File: src/rtl/fifo_rd_packer.sv
// Read-side width upsizer behind the dual-clock FIFO: packs PACK_RATIO FWFT entries per
// output word and closes partial words on flush or when the FIFO starves for TIMEOUT cycles.

module fifo_rd_packer_lane #(
  parameter int DATA_WIDTH = 8
) (
  input  logic                  rd_clk,
  input  logic                  rd_rst_n,
  input  logic                  wr_en,
  input  logic [DATA_WIDTH-1:0] wr_data,
  input  logic                  load,
  input  logic                  used,
  output logic [DATA_WIDTH-1:0] out_lane
);
  logic [DATA_WIDTH-1:0] acc;

  always_ff @(posedge rd_clk) begin
    if (!rd_rst_n) begin
      acc      <= '0;
      out_lane <= '0;
    end else begin
      if (wr_en) acc <= wr_data;
      // Lanes beyond the fill level go out as zero, not as stale data.
      if (load) out_lane <= used ? acc : '0;
    end
  end
endmodule

module fifo_rd_packer #(
  parameter int DATA_WIDTH = 8,
  parameter int PACK_RATIO = 4,
  parameter int TIMEOUT    = 15
) (
  input  logic                             rd_clk,
  input  logic                             rd_rst_n,
  input  logic [DATA_WIDTH-1:0]            fifo_rd_data,
  input  logic                             fifo_rd_empty,
  output logic                             fifo_rd_en,
  input  logic                             flush,
  output logic [DATA_WIDTH*PACK_RATIO-1:0] out_data,
  output logic [PACK_RATIO-1:0]            out_keep,
  output logic                             out_last,
  output logic                             out_valid,
  input  logic                             out_ready
);
  localparam int CW = $clog2(PACK_RATIO + 1);
  localparam int TW = (TIMEOUT > 0) ? $clog2(TIMEOUT + 1) : 1;

  typedef enum logic [1:0] {EMPTY, FILL, CLOSED} state_t;

  state_t                               state;
  logic [CW-1:0]                        cnt, cnt_wr, cnt_pop;
  logic [TW-1:0]                        tcnt;
  logic                                 last_q, free, xfer, pop, starved, tmo;
  logic [PACK_RATIO-1:0]                used;
  logic [PACK_RATIO-1:0][DATA_WIDTH-1:0] out_lanes;

  assign free       = ~out_valid | out_ready;
  assign xfer       = (state == CLOSED) & free;
  assign pop        = rd_rst_n & ~fifo_rd_empty & ((state != CLOSED) | xfer);
  assign fifo_rd_en = pop;
  // A pop in the hand-off cycle lands in lane 0 of the freshly emptied accumulator.
  assign cnt_wr     = xfer ? '0 : cnt;
  assign cnt_pop    = cnt + CW'(pop);
  assign starved    = (state == FILL) & fifo_rd_empty & ~flush;
  assign tmo        = (TIMEOUT > 0) && starved && (tcnt == TW'(TIMEOUT - 1));

  for (genvar i = 0; i < PACK_RATIO; i++) begin : g_lane
    assign used[i] = CW'(i) < cnt;
    fifo_rd_packer_lane #(.DATA_WIDTH(DATA_WIDTH)) u_lane (
      .rd_clk   (rd_clk),
      .rd_rst_n (rd_rst_n),
      .wr_en    (pop && (cnt_wr == CW'(i))),
      .wr_data  (fifo_rd_data),
      .load     (xfer),
      .used     (used[i]),
      .out_lane (out_lanes[i])
    );
  end

  assign out_data = out_lanes;

  always_ff @(posedge rd_clk) begin
    if (!rd_rst_n) begin
      state     <= EMPTY;
      cnt       <= '0;
      tcnt      <= '0;
      last_q    <= 1'b0;
      out_valid <= 1'b0;
      out_keep  <= '0;
      out_last  <= 1'b0;
    end else begin
      if (xfer) begin
        out_valid <= 1'b1;
        out_keep  <= used;
        out_last  <= last_q | flush;
      end else if (out_ready) begin
        out_valid <= 1'b0;
      end

      tcnt <= '0;
      case (state)
        EMPTY: if (pop) begin
          state <= FILL;
          cnt   <= CW'(1);
        end
        FILL: begin
          cnt <= cnt_pop;
          if (cnt_pop == CW'(PACK_RATIO)) begin
            state  <= CLOSED;
            last_q <= flush;
          end else if (flush || tmo) begin
            state  <= CLOSED;
            last_q <= 1'b1;
          end else if (starved && (TIMEOUT > 0)) begin
            tcnt <= tcnt + TW'(1);
          end
        end
        CLOSED: begin
          if (xfer) begin
            last_q <= 1'b0;
            state  <= pop ? FILL : EMPTY;
            cnt    <= pop ? CW'(1) : '0;
          end else if (flush) begin
            last_q <= 1'b1;
          end
        end
        default: state <= EMPTY;
      endcase
    end
  end
endmodule

File: config.mk
export PLATFORM = sky130hd
export DESIGN_NAME = fifo_rd_packer
export DESIGN_NICKNAME = d
export VERILOG_FILES = /design/src/rtl/fifo_rd_packer.sv
export SDC_FILE = /design/constraint.sdc
export NUM_CORES = 1
export LEC_CHECK = 0
export ABC_AREA = 1
export BUFFER_PORTS_ARGS = -buffer_cell sky130_fd_sc_hd__buf_4
export CAP_MARGIN = 20
export CELL_PAD_IN_SITES_DETAIL_PLACEMENT = 0
export CELL_PAD_IN_SITES_GLOBAL_PLACEMENT = 2
export CORE_ASPECT_RATIO = 2
export CORE_MARGIN = 2
export CORE_UTILIZATION = 30
export CTS_CLUSTER_SIZE = 40
export DETAILED_ROUTE_END_ITERATION = 16
export PLACE_DENSITY_LB_ADDON = 0.1
export SLEW_MARGIN = 20
export SYNTH_ARGS = -nofsm -noshare
export SYNTH_HDL_FRONTEND = slang
export SYNTH_HIERARCHICAL = 1
export SYNTH_SLANG_ARGS = --single-unit
File: constraint.sdc
create_clock -name rd_clk -period 2.9 [get_ports rd_clk]
set_input_delay 0.58 -clock rd_clk [delete_from_list [all_inputs] [get_ports rd_clk]]
set_output_delay 0.58 -clock rd_clk [all_outputs]
set_load 0.005 [all_outputs]
== Word-level counts from Yosys, hierarchy flattened ==
Index checks and enable logic that the tools add are counted.

* Register bits: 80
* Bits in latches: 0
* RAM bits: 0
* Memory bits (read-only): 0
* Output and inout bits: 39
* Memories kept: 0

* Add/subtract/negate cells: 2
* Multiply operators: 0
* Divide/modulo/power cells: 0
* $lt $le $gt $ge: 4
* Equality and inequality tests: 12
* Shift-type cells: 0
* Mux-type cells: 22
* Bitwise logic cells: 14
* Reductions and logical operators: 15

{| class="wikitable"
|+ Operators with widths
! kind !! count
|-
| $mux W8 || 4
|-
| $mux W3 || 3
|-
| $pmux W3 S3 || 1
|-
| $reduce_and A3 Y1 || 3
|-
| $mux W1 || 8
|-
| $mux W2 || 4
|-
| $eq A3 B2 Y1 const B || 2
|-
| $lt A1 B3 Y1 const A || 2
|-
| $lt A2 B3 Y1 const A || 2
|-
| $ne A2 B2 Y1 const B || 3
|-
| $not A1 Y1 || 6
|-
| $pmux W2 S3 || 1
|-
| $and A1 B1 Y1 || 5
|-
| $logic_and A1 B1 Y1 || 5
|-
| $reduce_or A5 Y1 || 1
|-
| $add A4 B1 Y4 const B || 1
|-
| $eq A4 B4 Y1 const B || 1
|-
| $reduce_bool A2 Y1 || 2
|-
| $add A3 B1 Y3 || 1
|-
| $eq A3 B1 Y1 const B || 1
|-
| $eq A3 B3 Y1 const B || 1
|-
| $logic_not A3 Y1 || 1
|-
| $ne A3 B1 Y1 const B || 1
|-
| $ne A3 B3 Y1 const B || 1
|-
| other kinds (7) || 9
|}

== Longest topological paths before layout ==
Gate-level depths: netlist of the first run.

* Depth in word-level cells: 9
* Gate-level depth with buffers: 16

== By module ==
The synthesis of the first run kept the hierarchy.

{| class="wikitable"
|+ By module, submodules not included
! module !! times used !! cells each !! area an instance (um2) !! seq. area each (um2)
|-
| fifo_rd_packer_lane || 4 || 68 || 550.5 || 320.3
|-
| fifo_rd_packer || 1 || 123 || 925.9 || 320.3
|}

== Worst setup path after synthesis of the first run ==
OpenSTA, ideal clock, no wires.

* Path kind: input to register
* Start: in out_ready
* End: reg g_lane[2].u_lane.acc[7]
* Library setup time: 0.116 ns
* Data arrival time: 2.015 ns
* Required time: 2.784 ns
* Setup slack: 0.769 ns
* Stages: 9
* Cells stage by stage: inv_1 nand2_1 nand2_1 inv_1 buf_2 nor3_1 inv_1 nor2_1 nor2_1

* Longest elaborated chain between the ends: 5
* Elaborated cells on any way between the ends: 7
* Those cells by class: 1 x eq/ne; 1 x mux; 4 x bitwise; 1 x reduce/logical

{| class="wikitable"
|+ Ends and longest elaborated chain
! element !! line !! RTL
|-
| from (decl) || 44 || <nowiki>input logic out_ready</nowiki>
|-
| $or A1 B1 Y1 * || 58 || <nowiki>assign free = ~out_valid | out_ready;</nowiki>
|-
| $and A1 B1 Y1 * || 59 || <nowiki>assign xfer = (state == CLOSED) & free;</nowiki>
|-
| via xfer || 54 || <nowiki>logic last_q, free, xfer, pop, starved, tmo;</nowiki>
|-
| $mux W3 or $or A1 B1 Y1 (tied branches) || 63, 60 ||
|-
| $eq A3 B2 Y1 or $and A1 B1 Y1 (tied branches) || 73, 60 ||
|-
| $logic_and A1 B1 Y1 * || 73 || <nowiki>.wr_en (pop && (cnt_wr == CW'(i))),</nowiki>
|-
| to (signal assigned) || 22 || <nowiki>if (wr_en) acc <= wr_data;</nowiki>
|-
| to (decl) || 15 || <nowiki>logic [DATA_WIDTH-1:0] acc;</nowiki>
|}

The timed path passes the listed nets; every way through them passes the cells marked *.
A chain may end at the register's enable or synchronous reset.

== Final worst setup path of the first run ==
* Start: reg state[0]
* End: reg last_q

* Longest elaborated chain between the ends: 8
* Elaborated cells on any way between the ends: 19
* Those cells by class: 1 x add/sub; 6 x eq/ne; 3 x mux; 5 x bitwise; 4 x reduce/logical

{| class="wikitable"
|+ Ends and longest elaborated chain
! element !! line !! RTL
|-
| from (decl) || 51 || <nowiki>state_t state;</nowiki>
|-
| from (signal assigned) || 122 || <nowiki>state <= pop ? FILL : EMPTY;</nowiki>
|-
| $eq A2 B2 Y1 || 59, 102 ||
|-
| $and A1 B1 Y1 || 59 ||
|-
| $or A1 B1 Y1 || 60 || <nowiki>assign pop = rd_rst_n & ~fifo_rd_empty & ((state != CLOSED) | xfer);</nowiki>
|-
| $and A1 B1 Y1 || 60 ||
|-
| $add A3 B1 Y3 || 64 || <nowiki>assign cnt_pop = cnt + CW'(pop);</nowiki>
|-
| $eq A3 B3 Y1 || 109 || <nowiki>if (cnt_pop == CW'(PACK_RATIO)) begin</nowiki>
|-
| $ne A3 B1 Y1 (no line) or $mux W1 (tied branches) || -- ||
|-
| $reduce_and A3 Y1 (no line) or $pmux W1 S2 (tied branches) || -- ||
|-
| to (signal assigned) || 111 || <nowiki>last_q <= flush;</nowiki>
|-
| to (decl) || 54 ||
|}

Parallel ways exist; a longest one is shown, timed or not.

==> impl_results.md, run 1 <==
* Ranking of synthesized cells by area: dfxtp_1, nor2_1, o21ai_0
* Worst Setup EP: last_q$_SDFFE_PN0P_
* GPL Wtd Cong at 0.800
* Register area share after synthesis at 0.512
* CTS resizes at 0
* Clock power frac at 0.346
* Post-placement cell area at between 3000 and 4000 sq um
* CP Max Fanout at 5
* Starting Density at 0.308
* Fin crit share at 0.783
* Max Clock Skew at slightly below 0.006 ns
* Share of cells above drive strength 1 at 0.186
* Slew @ Worst Pin at 0.635 ns
* Worst rel slew slack at 0.577
* Largest net degree at the start of global routing at 71
* Row cnt at 52
* Seq pwr share at 0.422
* Worst R2R Setup Slack at 0.63 ns
* Post-detailed-route count of antenna-violating nets at 0
* Synth cell types at 26
* Grt ovf at 0
* Post-synthesis cell count at 395
* DR top layer: met4
* First drt pass iteration count at 4
* Total CTS buffers at 9
* Final Critical Period at 2.27 ns
* GRT Overall Usage at 0.161
* Longest Clk Path Bufs at 2
* Mapped Nets at 416
* Int Power at 2.21 mW
* Wl on met1 at 3530 um
* Fmax achieved at 0.440 GHz
* Initial antenna violation count at 0
* Antenna diodes at 0
* Vias in the first global route at between 2,000 and 3,000
* Hold-fix buffers, CTS at 0
* Final Hold Vio Count at 0
* Reg2reg start: state[0]$_SDFFE_PN0P_
* Critical Path End Type: flop
* Syn_area_per_cell at 7.92 sq um
* Part of the power in combinational logic at 0.231
* Clock sinks at 80
* NetSw at about 1 mW
* Htree depth at 3
* Net Sw Frac at 0.310
* Post-Syn Area at 3130 sq um
* Crit path from: state[0]$_SDFFE_PN0P_
* RSZ-0062 raised after global routing: false
* #FFs+latches synth at 80
* Initial DRC count at 168
* Nets at between 400 and 500
* Area leader, netlist: dfxtp_1
* Final Max Tran Viols at 0
* Peak VDD IR at 0.290 mV
* Clock transition at the registers of the reported paths at around 0.060 ns
* Startpoint Class: flop
* Post-DR wirelength/cell at 14.2 um
* PortBufs at 51
* Via count at 2,720
* Vias per cell at 4.59
* Pwr/cell area at 812 nW/um^2
* Status: finished, final reports clean
* Area share of the largest cell type after synthesis at 0.512
* RR Endpoint: last_q$_SDFFE_PN0P_
* Insertion delay to the later sink of the worst-skew pair at 0.33 ns
* P&R area growth vs syn at 26.3%
* CTS tree: yes
* Root Buffer: clkbuf_16
* Met3 wire len at 219 um
* Design area at 3950 sq um
* Final wirelength at 8450 um
* Leak Pwr at 1.81 nW
* Drc violations at 0
* Crit path DAT at 2.50 ns
* Core area at a little over 10,000 sq um
* Maxcap violations at 0
* Met2 WL at about 4500 um
* Critical path class: flop to flop
* Post-CTS setup buffers at 0
* Hold/Removal Path Class: flop to flop
* Total power at 3.21 mW
* Synth warnings at 6
* Most frequent cells in the layout: nor2_1, dfxtp_1, buf_4
* Final TNS setup at 0 ns
* Worst Reg-to-Reg Cells at 15
* Die height at around 150 um
* Global-route wire length before repair at around 14,000 um
* Leading cell type in the layout, fill and taps excluded: nor2_1
* I/O pin total at 52
* Post-DP HPWL at roughly 6000 um
* Worst path required time at 3.13 ns
* Die Area at 11,300 sq um
* Setup violators final at 0
* Die X-Extent at 76.2 um
## metrics by stage
step	utilization	std cells	setup slack, ns	hold slack, ns
after floorplan	-	395	0.769	0.430
after global placement	0.361	577	0.640	0.451
after detailed placement	0.361	577	0.589	0.461
after CTS	0.389	593	0.582	0.476
after global routing	0.389	593	0.328	0.494
final	0.389	593	0.628	0.465
## critical path: stages, from the launching register on
cell	delay [ns]
dfxtp_1	0.40
inv_1	0.08
ha_1	0.24
nand3_1	0.21
nand2_4	0.11
nor2_1	0.15
ha_1	0.19
inv_1	0.04
nand2_1	0.05
nand2_1	0.06
nor2_1	0.20
nand3_4	0.13
nor2_1	0.11
nor2_1	0.05
nor2_1	0.11
nor2_1	0.05
## power by group through the flow
stage                     clock, mW  combinational (mW)  sequential [mW]
after floorplan                   0               0.462             1.36
after global routing           1.20               0.860             1.38
final                          1.11               0.742             1.36
after global placement            0               0.763             1.38
after detailed placement          0               0.761             1.38
after CTS                      1.14               0.765             1.36
## layer usage
layer / vias to the layer above / GRT usage
met3: 9 / 0.0376
met5: - / 0
li1: 1418 / -
met4: 0 / 0.0655
met1: 1251 / 0.180
met2: 42 / 0.290
## cells by family after synthesis
kind of cell	synth area share
buffers and inverters	0.0488
flip-flops	0.512
AND/OR/NAND/NOR	0.207
AO/OA/AOI/OAI	0.195
adder cells (fa/ha/maj)	0.0320
XOR/XNOR	0.00560
## cells in the mapped netlist
cell and number:
o21ai_0 52, nor2_1 112, a21oi_1 43, nor3_1 3, o21ai_1 20, nand3_4 1, nand4_1 1, xor2_1 1
nand2_1 20, inv_1 21, nor2_8 1, dfxtp_1 80, clkbuf_2 4, xnor2_1 1, nand2_2 2, buf_2 1
o21bai_1 1, nand2_4 3, a211oi_1 1, nor2_4 1, inv_2 5, nand3_1 5, ha_1 8, buf_4 4
a31oi_1 3, nand3_2 1
## how the worst min path moves through the flow
| stage | startpoint | slack, ns | depth (start not counted) | to |
|---|---|---|---|---|
| after floorplan | tcnt[0]$_SDFF_PP0_ | 0.43 | 1 | tcnt[0]$_SDFF_PP0_ |
| after global placement | tcnt[0]$_SDFF_PP0_ | 0.45 | 1 | tcnt[0]$_SDFF_PP0_ |
| after detailed placement | tcnt[0]$_SDFF_PP0_ | 0.46 | 1 | tcnt[0]$_SDFF_PP0_ |
| after CTS | tcnt[0]$_SDFF_PP0_ | 0.48 | 1 | tcnt[0]$_SDFF_PP0_ |
| after global routing | tcnt[0]$_SDFF_PP0_ | 0.49 | 1 | tcnt[0]$_SDFF_PP0_ |
| final | tcnt[0]$_SDFF_PP0_ | 0.47 | 1 | tcnt[0]$_SDFF_PP0_ |
## flip-flops by register name, summed over array words and instances (netlist names)
register	cells
out_last	1
out_keep	4
last_q	1
out_valid	1
g_lane.u_lane/acc	32
tcnt	4
g_lane.u_lane/out_lane	32
cnt	3
state	2
## final cells by class
class	instances	area (sq um)
flip-flops and latches	80	1600
well taps	135	169
inverters	26	97.6
clock buffers	10	229
fillers	1123	6200
multi-input cells	280	1370
repair buffers	56	420
clock inverters	6	60.1
(Power assumes the default switching activity.)
==> inputs of run 2 (changes only) <==
- clock period: 2.9 -> 2.2 ns (I/O delays scaled with it)
==> impl_results.md, run 2 (synthesis gave the netlist of run 1 again) <==
* Status: finished, final reports clean
* Post-DR wirelength/cell at 14.2 um (-0.65%)
* Hold-fix buffers, CTS at 0 (unchanged)
* Post-DP HPWL at 6160 um (+3.0%)
* Reg2reg start: state[0]$_SDFFE_PN0P_
* Clock transition at the registers of the reported paths at 0.06 ns (about the same)
* Dpl cells at 587 (+1.7%)
* Worst rel slew slack at 0.580 (+0.00341)
* Largest regs: g_lane.u_lane/acc: 32 flops, g_lane.u_lane/out_lane: 32 flops
* Clock sinks at 80 (unchanged)
* Hold/Removal Path Class: primary input to flop
* Die X-Extent at 76.2 um (unchanged)
* Final wirelength at 8540 um (+1.0%)
* Slew @ Worst Pin at 0.630 ns (-0.00511 ns)
* Total CTS buffers at 9 (unchanged)
* Longest Clk Path Bufs at 2 (unchanged)
* Fin crit share at 0.900 (+0.116)
* Share of cells above drive strength 1 at 0.205 (+0.0195)
* Insertion delay to the later sink of the worst-skew pair at 0.34 ns (about the same)
* Global-route wire length before repair at 13,800 um (-2.2%)
* Hold_sp: fifo_rd_data[5]
* Hold Slack at 0.378 ns (-0.0871 ns)
* CTS tree: yes
* Crit path DAT at 2.26 ns (-0.24 ns)
* Grt ovf at 0 (unchanged)
* Leak Pwr at 1.85 nW (+2.1%)
* First drt pass iteration count at 4 (unchanged)
* Vias per cell at 4.59 (+0.11%)
* Critical Path End Type: flop
* RR Endpoint: last_q$_SDFFE_PN0P_
* Fmax achieved at 0.505 GHz (+15%)
* GRT Overall Usage at 0.159 (-0.00205)
* Die Area at 11,300 sq um (unchanged)
* Non-Filler Instances at 603 (+1.7%)
* Initial antenna violation count at 0 (unchanged)
* Final Max Tran Viols at 0 (unchanged)
* Drc violations at 0 (unchanged)
* Die height at 148 um (unchanged)
* Htree depth at 3 (unchanged)
* Final Hold Vio Count at 0 (unchanged)
* Starting Density at 0.308 (unchanged)
* GPL Wtd Cong at 0.786 (-1.8%)
* Row cnt at 52 (unchanged)
* Nets at 484 (+2.1%)
* Total power at 4.22 mW (+32%)
* Via count at 2,769 (+1.8%)
* Hold Crit Endpoint: g_lane[1].u_lane/acc[5]$_SDFFE_PN0P_
* Peak VDD IR at 0.449 mV (+55%)
* Vias in the first global route at 2,679 (-2.8%)
* Max Clock Skew at 0.00654 ns (+0.000761 ns)
* Antenna diodes at 0 (unchanged)
* Core area at 10,100 sq um (unchanged)
* Most frequent cells in the layout: nor2_1, dfxtp_1, buf_4
* Setup violators final at 0 (unchanged)
* Hold Path Depth at 3 (+2)
* Leading cell type in the layout, fill and taps excluded: nor2_1
* Worst Reg-to-Reg Cells at 16 (+1)
* I/O pin total at 52 (unchanged)
* Largest net degree at the start of global routing at 71 (unchanged)
* Post-detailed-route count of antenna-violating nets at 0 (unchanged)
* Root Buffer: clkbuf_16
* Maxcap violations at 0 (unchanged)
* P&R area growth vs syn at 28.4%
* CP Max Fanout at 4 (-1)
* Critical path class: flop to flop
* Initial DRC count at 72 (-57%)
* Pwr/cell area at 1050 nW/um^2 (+29%)
* PortBufs at 51 (unchanged)
* Final Critical Period at 1.98 ns (-0.292 ns)
* Startpoint Class: flop
* Worst R2R Setup Slack at 0.22 ns (-0.41 ns)
* Worst path required time at 2.48 ns (-0.65 ns)
run 2: cell types whose count changed in the layout (fill, tap and decap cells not counted):
cell / delta
nor2_1: -1
clkbuf_8: +1
clkinv_2: -1
buf_4: +10
bufinv_16: -1
clkinvlp_4: +1
nor2_2: +1
run 2: how the worst max path moves through the flow:
stage,from,to,cells past startpoint
final,state[0]$_SDFFE_PN0P_,last_q$_SDFFE_PN0P_,16
after global routing,state[0]$_SDFFE_PN0P_,last_q$_SDFFE_PN0P_,16
after CTS,state[0]$_SDFFE_PN0P_,last_q$_SDFFE_PN0P_,16
after detailed placement,state[0]$_SDFFE_PN0P_,last_q$_SDFFE_PN0P_,15
after global placement,state[0]$_SDFFE_PN0P_,last_q$_SDFFE_PN0P_,15
after floorplan,state[0]$_SDFFE_PN0P_,g_lane[2].u_lane/acc[7]$_SDFFE_PN0P_,9
run 2: per-layer routing:
layer | routed length (um) | share of wire | global-route usage
met1 | 3430 | 0.40 | 0.171
met2 | 4640 | 0.54 | 0.296
met3 | 282 | 0.033 | 0.0243
met4 | 174 | 0.020 | 0.0818
met5 | 0 | 0 | 0
run 2: cell type report:
class	instances	area, sq um
Inverter	26	97.6
Clock buffer	11	243
Sequential cell	80	1600
Tap cell	135	169
Timing Repair Buffer	66	495
Fill cell	1128	6130
Multi-Input combinational cell	280	1380
Clock inverter	5	32.5
run 2: report_power, final:
group / leakage, nW / switching, mW / internal, mW
sequential: 0.649 / 0.124 / 1.65
combinational: 1.07 / 0.615 / 0.443
clock: 0.128 / 0.593 / 0.791
total: 1.85 / 1.33 / 2.89
run 2: through the flow:
stage | setup TNS, ns | area (sq um) | util | worst slack, ns
floorplan | 0 | 3130 | - | 0.0749
global placement | 0 | 3740 | 0.368 | 0.185
detailed placement | 0 | 3740 | 0.368 | 0.153
CTS | 0 | 4010 | 0.395 | 0.141
global route | -0.00133 | 4020 | 0.396 | -0.00133
finish | 0 | 4020 | 0.396 | 0.221
run 2: worst max-delay path: stages, from the launching register on:
cell	delay, ns
dfxtp_1	0.33
inv_1	0.06
ha_1	0.24
nand3_1	0.15
nand2_4	0.06
nor2_1	0.15
ha_1	0.19
inv_1	0.04
nand2_1	0.05
nand2_1	0.07
nor2_2	0.14
nand3_4	0.11
nand2_4	0.09
nand2_2	0.06
nand2_1	0.05
nand2_1	0.04
nor2_1	0.09
run 2: timing repair:
item / 4_1_cts / 5_1_grt
hold endpoints to repair: 0 / 0
setup endpoints to repair: 0 / 2
buffers inserted: 0 / 0
gates resized for setup: 0 / 1
==> inputs of run 3 (changes only) <==
- clock period: 2.2 -> 2 ns (I/O delays scaled with it)
==> impl_results.md, run 3 (synthesis gave the netlist of run 1 again) <==
* First drt pass iteration count at 4 (unchanged)
* CTS tree: yes
* Multi-input gate area at 1400 sq um (+1.7%)
* Wl on met1 at 3560 um (+3.6%)
* Pwr/cell area at 1190 nW/um^2 (+13%)
* Final core occ at 0.403 (+0.00752)
* Starting Density at 0.308 (unchanged)
* RSZ-0062 raised after global routing: false
* Final Max Tran Viols at 0 (unchanged)
* Initial antenna violation count at 0 (unchanged)
* Core area at 10,100 sq um (unchanged)
* Nets at 486 (+0.41%)
* Die X-Extent at 76.2 um (unchanged)
* Htree depth at 3 (unchanged)
* Setup violators final at 0 (unchanged)
* Leak Pwr at 1.87 nW (+1.4%)
* Total power at 4.85 mW (+15%)
* Insertion delay to the later sink of the worst-skew pair at 0.33 ns (about the same)
* Via count at 2,798 (+1.0%)
* P&R area growth vs syn at 30.8%
* I/O pin total at 52 (unchanged)
* CP Max Fanout at 4 (unchanged)
* Vias per cell at 4.63 (+0.88%)
* PortBufs at 51 (unchanged)
* Total CTS buffers at 9 (unchanged)
* Initial DRC count at 148 (+110%)
* Startpoint Class: flop
* Fmax achieved at 0.544 GHz (+7.7%)
* GPL Wtd Cong at 0.784 (-0.25%)
* Met3 wire len at 253 um (-10%)
* Post-detailed-route count of antenna-violating nets at 0 (unchanged)
* Clock transition at the registers of the reported paths at 0.06 ns (about the same)
* Vias in the first global route at 2,828 (+5.6%)
* Post-DR wirelength/cell at 14.1 um (about the same)
* Status: finished, final reports clean
* Worst rel slew slack at 0.582 (+0.00256)
* Critical path class: flop to flop
* Worst R2R Setup Slack at 0.16 ns (-0.06 ns)
* Dpl cells at 589 (+0.34%)
* Register area at 1600 sq um (about the same)
* Worst path required time at 2.23 ns (-0.25 ns)
* Row cnt at 52 (unchanged)
* Final TNS setup at 0 ns (unchanged)
* DR top layer: met4
* Largest regs: g_lane.u_lane/acc: 32 flops, g_lane.u_lane/out_lane: 32 flops
* Max Clock Skew at 0.00611 ns (-0.000425 ns)
* Longest Clk Path Bufs at 2 (unchanged)
* Slew @ Worst Pin at 0.626 ns (-0.00384 ns)
* Grt ovf at 0 (unchanged)
* Met2 WL at 4530 um (-2.5%)
* Clock sinks at 80 (unchanged)
* Filler cells at 1,101 (-2.4%)
* Root Buffer: clkbuf_16
* Crit path DAT at 2.06 ns (-0.20 ns)
* Largest net degree at the start of global routing at 71 (unchanged)
* Die height at 148 um (unchanged)
* Antenna diodes at 0 (unchanged)
* Hold-fix buffers, CTS at 0 (unchanged)
* Final Critical Period at 1.84 ns (-0.142 ns)
* Post-DP HPWL at 6070 um (-1.4%)
* Hold/Removal Path Class: primary input to flop
* Non-Filler Instances at 604 (+0.17%)
* Peak VDD IR at 0.436 mV (-3.0%)
* Global-route wire length before repair at 14,100 um (+1.9%)
* Leading cell type in the layout, fill and taps excluded: nor2_1
* Final wirelength at 8550 um (+0.11%)
* Critical Path End Type: flop
* Share of cells above drive strength 1 at 0.220 (+0.0145)
* Final Hold Vio Count at 0 (unchanged)
* Hold Slack at 0.332 ns (-0.0460 ns)
* Fin crit share at 0.919 (+0.0190)
* Most frequent cells in the layout: nor2_1, dfxtp_1, buf_4
* Drc violations at 0 (unchanged)
* GRT Overall Usage at 0.160 (+0.00163)
* Maxcap violations at 0 (unchanged)
* Die Area at 11,300 sq um (unchanged)
[run 3: changes by cell type in the layout (fill, tap and decap cells not counted), sizes merged]
cell,delta
buf,+2
clkbuf,+2
clkinv,-2
clkinvlp,-2
bufinv,+1
[run 3: metal layers]
metal,vias to the layer above,track usage
met2,50,0.282
met4,0,0.0736
met1,1291,0.182
met5,-,0
li1,1442,-
met3,15,0.0382
[run 3: worst max-delay path: stages (launching register included)]
cell and delay, ns:
dfxtp_2 0.32, inv_1 0.05, ha_2 0.19, nand3_2 0.09, nand2_4 0.05, nor2_2 0.11
ha_2 0.19, inv_1 0.04, nand2_1 0.05, nand2_1 0.07, nor2_2 0.16, nand3_4 0.11
nand2_4 0.09, nand2_2 0.06, nor2_1 0.11, nor2_1 0.05
[run 3: layout make-up]
type / count / area share
tap: 135 / 0.0413
clock buffer: 13 / 0.0661
multi-input combinational: 280 / 0.342
inverter: 26 / 0.0239
sequential: 80 / 0.392
clock inverter: 2 / 0.00917
timing repair buffer: 68 / 0.126
[run 3: final timing paths]
| check | start | to | cells past startpoint |
|---|---|---|---|
| worst max-delay path | state[0]$_SDFFE_PN0P_ | last_q$_SDFFE_PN0P_ | 15 |
| worst min-delay path | fifo_rd_data[3] | g_lane[0].u_lane/acc[3]$_SDFFE_PN0P_ | 3 |
| worst max register to register | state[0]$_SDFFE_PN0P_ | last_q$_SDFFE_PN0P_ | 15 |
| worst min register to register | tcnt[0]$_SDFF_PP0_ | tcnt[0]$_SDFF_PP0_ | 1 |
[run 3: where the power goes]
| group | internal [mW] | switching, mW |
|---|---|---|
| registers | 1.82 | 0.124 |
| clock network | 1.06 | 0.629 |
| logic | 0.511 | 0.701 |
[run 3: repair_timing]
item                                    4_1_cts  5_1_grt
resized for setup                             0        7
buffers inserted                              0        0
endpoints found under the setup margin        0       33
[run 3: per-stage QoR]
| step | worst slack [ns] | area, sq um |
|---|---|---|
| final | 0.163 | 4090 |
| after global routing | 0.0179 | 4090 |
| after CTS | 0.000676 | 4070 |
| after detailed placement | 0.0144 | 3760 |
| after global placement | 0.0261 | 3760 |
| after floorplan | 0.0458 | 3140 |
